## config.mk

```make
export PLATFORM = sky130hd
export DESIGN_NAME = zeus_multicycle_control
export DESIGN_NICKNAME = d
export VERILOG_FILES = /design/src/rtl/zeus_pkg.sv /design/src/rtl/zeus_mem_wait_timer.sv /design/src/rtl/zeus_multicycle_control.sv
export SDC_FILE = /design/constraint.sdc
export NUM_CORES = 1
export LEC_CHECK = 0
export CORE_ASPECT_RATIO = 1.2
export CORE_UTILIZATION = 25
export DETAILED_ROUTE_END_ITERATION = 6
export PLACE_DENSITY = 0.57
export SLEW_MARGIN = 0
export SYNTH_ARGS = -nofsm -noshare
export SYNTH_HDL_FRONTEND = slang
export SYNTH_HIERARCHICAL = 1
export SYNTH_SLANG_ARGS = --single-unit
```

## constraint.sdc

```tcl
create_clock -name clock -period 5.1 [get_ports clock]
set_clock_uncertainty 0.05 [all_clocks]
set_input_delay 1.02 -clock clock [delete_from_list [all_inputs] [get_ports clock]]
set_output_delay 1.02 -clock clock [all_outputs]
set_load 0.03 [all_outputs]
```

## src/rtl/zeus_pkg.sv

```systemverilog
// Shared encodings for the Zeus multi-cycle sequencer: states, opcodes, ALU/PC codes, faults.
package zeus_pkg;

    localparam int unsigned STATE_W = 4;
    localparam int unsigned OP_W    = 6;
    localparam int unsigned WAIT_W  = 8;

    typedef enum logic [STATE_W-1:0] {
        ST_IDLE      = 4'd0,
        ST_FETCH     = 4'd1,
        ST_DECODE    = 4'd2,
        ST_MEM_ADDR  = 4'd3,
        ST_MEM_READ  = 4'd4,
        ST_MEM_WB    = 4'd5,
        ST_MEM_WRITE = 4'd6,
        ST_R_EXEC    = 4'd7,
        ST_R_WB      = 4'd8,
        ST_BRANCH    = 4'd9,
        ST_JUMP      = 4'd10,
        ST_ADDI_EXEC = 4'd11,
        ST_ADDI_WB   = 4'd12,
        ST_HALT      = 4'd13
    } state_t;

    localparam logic [OP_W-1:0] OP_RTYPE = 6'b000000;
    localparam logic [OP_W-1:0] OP_LW    = 6'b100011;
    localparam logic [OP_W-1:0] OP_SW    = 6'b101011;
    localparam logic [OP_W-1:0] OP_BEQ   = 6'b000100;
    localparam logic [OP_W-1:0] OP_J     = 6'b000010;
    localparam logic [OP_W-1:0] OP_ADDI  = 6'b001000;

    localparam logic [1:0] ALU_ADD   = 2'b00;
    localparam logic [1:0] ALU_SUB   = 2'b01;
    localparam logic [1:0] ALU_FUNCT = 2'b10;

    localparam logic [1:0] SRCB_RT  = 2'b00;
    localparam logic [1:0] SRCB_ONE = 2'b01;
    localparam logic [1:0] SRCB_IMM = 2'b10;

    localparam logic [1:0] PCSRC_ALU     = 2'b00;
    localparam logic [1:0] PCSRC_ALU_OUT = 2'b01;
    localparam logic [1:0] PCSRC_JUMP    = 2'b10;

    localparam logic [1:0] FAULT_NONE    = 2'b00;
    localparam logic [1:0] FAULT_ILLEGAL = 2'b01;
    localparam logic [1:0] FAULT_TIMEOUT = 2'b10;

endpackage

```

## src/rtl/zeus_mem_wait_timer.sv

```systemverilog
// Counts consecutive cycles a memory access is stalled; flags the cycle that exhausts LIMIT.
module zeus_mem_wait_timer
    import zeus_pkg::*;
#(
    parameter int unsigned LIMIT = 255
) (
    input  logic clock,
    input  logic reset,
    input  logic wait_en,
    output logic timeout_c
);

    logic [WAIT_W-1:0] count_q;
    logic [WAIT_W-1:0] count_d;

    // Any cycle that is not a stall restarts the count, so each access starts at zero.
    always_comb begin
        count_d   = '0;
        timeout_c = 1'b0;
        if (wait_en) begin
            count_d   = count_q + WAIT_W'(1);
            timeout_c = (count_q == WAIT_W'(LIMIT - 1));
        end
    end

    always_ff @(posedge clock or posedge reset) begin
        if (reset) begin
            count_q <= '0;
        end else begin
            count_q <= count_d;
        end
    end

endmodule

```

## src/rtl/zeus_multicycle_control.sv

```systemverilog
// Multi-cycle control sequencer for the Zeus datapath with memory ready handshake and retire counter.
module zeus_multicycle_control
    import zeus_pkg::*;
#(
    parameter int unsigned COUNT_W    = 32,
    parameter int unsigned WAIT_LIMIT = 255
) (
    input  logic               clock,
    input  logic               reset,
    input  logic               run,
    input  logic [5:0]         op_code,
    input  logic               mem_ready,
    output logic               pc_write,
    output logic               pc_write_cond,
    output logic               i_or_d,
    output logic               mem_read,
    output logic               mem_write,
    output logic               ir_write,
    output logic               mem_to_reg,
    output logic               reg_dst,
    output logic               reg_write,
    output logic               alu_src_a,
    output logic [1:0]         alu_src_b,
    output logic [1:0]         alu_op,
    output logic [1:0]         pc_source,
    output logic [3:0]         state,
    output logic               instr_done,
    output logic               halted,
    output logic [1:0]         fault,
    output logic [COUNT_W-1:0] instr_count
);

    state_t               state_q, state_d;
    logic [1:0]           fault_q, fault_d;
    logic [COUNT_W-1:0]   instr_count_q, instr_count_d;
    logic                 wait_en_c;
    logic                 timeout_c;
    state_t               retire_state_c;

    // Only the three memory-access states can stall on mem_ready.
    assign wait_en_c = ((state_q == ST_FETCH) || (state_q == ST_MEM_READ) ||
                        (state_q == ST_MEM_WRITE)) && !mem_ready;

    zeus_mem_wait_timer #(
        .LIMIT (WAIT_LIMIT)
    ) u_wait_timer (
        .clock     (clock),
        .reset     (reset),
        .wait_en   (wait_en_c),
        .timeout_c (timeout_c)
    );

    assign retire_state_c = run ? ST_FETCH : ST_IDLE;

    always_comb begin
        state_d       = state_q;
        fault_d       = fault_q;
        pc_write      = 1'b0;
        pc_write_cond = 1'b0;
        i_or_d        = 1'b0;
        mem_read      = 1'b0;
        mem_write     = 1'b0;
        ir_write      = 1'b0;
        mem_to_reg    = 1'b0;
        reg_dst       = 1'b0;
        reg_write     = 1'b0;
        alu_src_a     = 1'b0;
        alu_src_b     = SRCB_RT;
        alu_op        = ALU_ADD;
        pc_source     = PCSRC_ALU;
        instr_done    = 1'b0;
        halted        = 1'b0;

        case (state_q)
            ST_IDLE: begin
                if (run) state_d = ST_FETCH;
            end
            ST_FETCH: begin
                mem_read  = 1'b1;
                alu_src_b = SRCB_ONE;
                if (mem_ready) begin
                    ir_write = 1'b1;
                    pc_write = 1'b1;
                    state_d  = ST_DECODE;
                end else if (timeout_c) begin
                    state_d = ST_HALT;
                    fault_d = FAULT_TIMEOUT;
                end
            end
            ST_DECODE: begin
                alu_src_b = SRCB_IMM;
                case (op_code)
                    OP_RTYPE:      state_d = ST_R_EXEC;
                    OP_LW, OP_SW:  state_d = ST_MEM_ADDR;
                    OP_BEQ:        state_d = ST_BRANCH;
                    OP_J:          state_d = ST_JUMP;
                    OP_ADDI:       state_d = ST_ADDI_EXEC;
                    default: begin
                        state_d = ST_HALT;
                        fault_d = FAULT_ILLEGAL;
                    end
                endcase
            end
            ST_MEM_ADDR: begin
                alu_src_a = 1'b1;
                alu_src_b = SRCB_IMM;
                state_d   = (op_code == OP_SW) ? ST_MEM_WRITE : ST_MEM_READ;
            end
            ST_MEM_READ: begin
                mem_read = 1'b1;
                i_or_d   = 1'b1;
                if (mem_ready) begin
                    state_d = ST_MEM_WB;
                end else if (timeout_c) begin
                    state_d = ST_HALT;
                    fault_d = FAULT_TIMEOUT;
                end
            end
            ST_MEM_WB: begin
                reg_write  = 1'b1;
                mem_to_reg = 1'b1;
                instr_done = 1'b1;
                state_d    = retire_state_c;
            end
            ST_MEM_WRITE: begin
                mem_write = 1'b1;
                i_or_d    = 1'b1;
                if (mem_ready) begin
                    instr_done = 1'b1;
                    state_d    = retire_state_c;
                end else if (timeout_c) begin
                    state_d = ST_HALT;
                    fault_d = FAULT_TIMEOUT;
                end
            end
            ST_R_EXEC: begin
                alu_src_a = 1'b1;
                alu_op    = ALU_FUNCT;
                state_d   = ST_R_WB;
            end
            ST_R_WB: begin
                reg_write  = 1'b1;
                reg_dst    = 1'b1;
                instr_done = 1'b1;
                state_d    = retire_state_c;
            end
            ST_BRANCH: begin
                alu_src_a     = 1'b1;
                alu_op        = ALU_SUB;
                pc_write_cond = 1'b1;
                pc_source     = PCSRC_ALU_OUT;
                instr_done    = 1'b1;
                state_d       = retire_state_c;
            end
            ST_JUMP: begin
                pc_write   = 1'b1;
                pc_source  = PCSRC_JUMP;
                instr_done = 1'b1;
                state_d    = retire_state_c;
            end
            ST_ADDI_EXEC: begin
                alu_src_a = 1'b1;
                alu_src_b = SRCB_IMM;
                state_d   = ST_ADDI_WB;
            end
            ST_ADDI_WB: begin
                reg_write  = 1'b1;
                instr_done = 1'b1;
                state_d    = retire_state_c;
            end
            ST_HALT: begin
                halted = 1'b1;
            end
            default: begin
                state_d = ST_HALT;
                fault_d = FAULT_ILLEGAL;
            end
        endcase

        instr_count_d = instr_count_q + COUNT_W'(instr_done);
    end

    always_ff @(posedge clock or posedge reset) begin
        if (reset) begin
            state_q       <= ST_IDLE;
            fault_q       <= FAULT_NONE;
            instr_count_q <= '0;
        end else begin
            state_q       <= state_d;
            fault_q       <= fault_d;
            instr_count_q <= instr_count_d;
        end
    end

    assign state       = state_q;
    assign fault       = fault_q;
    assign instr_count = instr_count_q;

endmodule
```

==> flow_summary_export.csv <==
group,metric,value,unit
global_route,grt_first_pass_wirelength,10400,um
clock_network,cts_root_buf,"clkbuf_16",
yosys,ys_async_sr_fraction,1.00,
layout,fillCellCount,1040,
layout,area_growth_syn_to_layout,34.4,%
yosys,synth.distinct_cells,54,
clock_network,postCtsResizedCells,0,
clock_network,clock_sinks,46,
routing,dr.pass1.iters,4,
routing,route.detailed.drc,0,
critical_path,worst-setup-path-type,"primary input to output port",
power,ir_drop,0.280,mV
die,coreArea,10100,um2
critical_path,critPathSlowestCell,"clkdlybuf4s50_1",
clock_network,ctsHoldBuffers,0,
die,die_w,95.6,um
hold_path,hold_path_class,"flop to flop",
layout,multi_input_area,1370,um2
placement,gp_congestion,0.842,
timing,relSlewSlack,0.506,
yosys,synth_commonest_cells,"dfrtp_1, xnor2_1, nand2_1",
clock_network,cts_setup_buffers,0,
global_route,grt_pass1_vias,2180,
die,chipHeight,114,um
clock_network,cts_tree,"built",
critical_path,worstPathRequired,4.03,ns
critical_path,path_common_cell,"clkdlybuf4s50_1",
layout,stdcell_area,3530,um2
power,p_sw_frac,0.399,
global_route,antenna_found_initial,0,
timing,finalSetupViolCount,0,
placement,portBuffers,65,
hold_path,hp-start,"instr_count[31]",
placement,dp_hpwl,4540,um
critical_path,endpoint_kind,"output port",
power,p_int,0.868,mW
critical_path,cp-start-kind,"primary input",
timing,slew_violations,0,
yosys,synthesis.area,2630,um2
global_route,grt.overflow.total,0,
yosys,yosysWarnings,6,
clock_network,clockBufferDepth,2,
layout,drive_gt1_frac,0.0744,
yosys,synth.most_common_cell,"dfrtp_1",
timing,tns,0,ns
global_route,grt_start_max_net_pins,39,
yosys,yosys.area.top_type,"dfrtp_1",
critical_path,crit_fanout,11,
routing,wl_per_cell,13.4,um
job,drv_cap,0,
clock_network,numCtsBuffers,5,
critical_path,critPathTopFamily,"buffers and inverters",
power,p_sw,0.575,mW
timing,max_freq,256,MHz
yosys,netlist.area_leader.share,0.438,
clock_network,path_clk_slew,0.06,ns
power,leakagePower,1.42,nW
layout,area.sequential,1150,um2
clock_network,htreeDepth,2,
critical_path,r2r_start,"state[0]",
timing,rsz0062_at_grt,"false",
die,dieArea,10900,um2
routing,ant_nets,0,
yosys,synth-edff-count,0,
timing,tightest_slew,0.735,ns
timing,hold_violations,0,
die,row_count,40,
yosys,synth-seq-cells,46,
power,clock_power_share,0.223,
clock_network,clk-insertion-delay-late,0.28,ns
global_route,grt_use_total,0.120,
power,p_per_area,409,nW/um2
power,comb_power_share,0.425,
layout,insertedDiodeCount,0,
critical_path,crit_buf_inv,2,
power,seq_power_share,0.352,
timing,period_minus_slack,3.90,ns
timing,min_period_over_period,0.765,
routing,vias_per_cell,4.82,
critical_path,crit_start,"mem_ready",
die,start_util,0.260,
layout,nets,349,
yosys,synthTopCellsByArea,"dfrtp_1, xnor2_1, xor2_1",
yosys,synthFlopType,"dfrtp_1",
yosys,syn_area_per_cell,9.55,um2
critical_path,arrival,2.83,ns
routing,drt_wl_total,6200,um
yosys,yosysSeqAreaShare,0.438,
routing,vias,2229,
critical_path,path_cells,"clkdlybuf4s50_1 -> a21oi_1 -> o21bai_1 -> clkdlybuf4s50_1",
die,num_io_pins,66,
critical_path,cpPeakStageDelay,0.73,ns
yosys,syn_inst,275,
status,status,"finished, final reports clean",
yosys,syn_nets,289,
placement,placed_cell_area,3380,um2
routing,drt_iter0_drc,73,
## per-stage QoR
stage / setup slack (ns) / hold WS (ns) / instances / utilization / power [mW]
finish: 1.20 / 0.425 / 462 / 0.349 / 1.44
global route: 1.13 / 0.457 / 462 / 0.349 / 1.53
CTS: 1.21 / 0.429 / 462 / 0.349 / 1.46
detailed placement: 1.23 / 0.415 / 454 / 0.335 / 1.13
global placement: 1.23 / 0.417 / 454 / 0.335 / 1.13
floorplan: 1.65 / 0.419 / 275 / - / 0.904
## final cells by class
cell class | instances | share of cell area
clock inverter | 1 | 0.00142
tap | 126 | 0.0446
sequential | 46 | 0.326
inverter | 9 | 0.00957
clock buffer | 7 | 0.0404
timing repair buffer | 68 | 0.191
multi-input combinational | 205 | 0.387
## registers in the layout (all words and copies together) (netlist names)
name                  count
fault                     2
instr_count              32
state                     4
u_wait_timer/count_q      8
## metal layers
layer	wire, um	up-vias	global-route usage
met2	3000	82	0.198
li1	-	1088	-
met4	109	0	0.0408
met3	393	10	0.0305
met5	0	-	0
met1	2700	1049	0.151
## cell families (layout without fill, tap and decap cells)
| kind of cell | after synthesis | count (layout) | share of synthesized area |
|---|---|---|---|
| and+or+nand+nor | 127 | 127 | 0.285 |
| xor gates and xnor gates | 33 | 33 | 0.110 |
| buffers and inverters | 24 | 85 | 0.0410 |
| adders and majority gates | 5 | 5 | 0.0229 |
| AOI/OAI and AO/OA | 40 | 40 | 0.103 |
| DFF | 46 | 46 | 0.438 |
## worst paths after layout
path | end | slack, ns | cells past startpoint
worst min register to register | instr_count[31] | 0.42 | 1
worst max register to register | fault[1] | 1.96 | 9
min in group asynchronous | u_wait_timer/count_q[2] | 0.98 | 2
max in group asynchronous | instr_count[0] | 3.50 | 3
worst min-delay path | instr_count[31] | 0.42 | 1
worst max-delay path | instr_done | 1.20 | 4
## power by group through the flow
| stage | registers, mW | clock network [mW] | logic, mW |
|---|---|---|---|
| 4_1_cts | 0.510 | 0.334 | 0.618 |
| 2_1_floorplan | 0.518 | 0 | 0.386 |
| 5_1_grt | 0.523 | 0.349 | 0.658 |
| 3_3_place_gp | 0.518 | 0 | 0.614 |
| 6_report | 0.509 | 0.321 | 0.613 |
| 3_5_place_dp | 0.515 | 0 | 0.613 |
## layout by cell type (no fill, tap or decap), types with 5 or more instances in the layout
cell / instances
and3_1: 9
xnor2_1: 23
nand2_1: 21
nor2b_1: 5
nand2b_1: 9
nand3_1: 13
nor3_1: 6
dfrtp_1: 46
clkbuf_16: 5
a21oi_1: 7
xor2_1: 10
nand4_1: 8
nor2_1: 19
o21ai_0: 10
inv_1: 9
clkdlybuf4s50_1: 65
## worst reg2reg max path, cell delays in order (launching register included)
cell and delay (ns):
dfrtp_1 0.77, or3b_2 0.50, a211oi_1 0.24, buf_4 0.19
nand2_1 0.08, nor3_1 0.61, nand3b_1 0.18, a21oi_1 0.16
o31a_1 0.16, o21ai_0 0.08
Power figures use the tool's default switching activity.
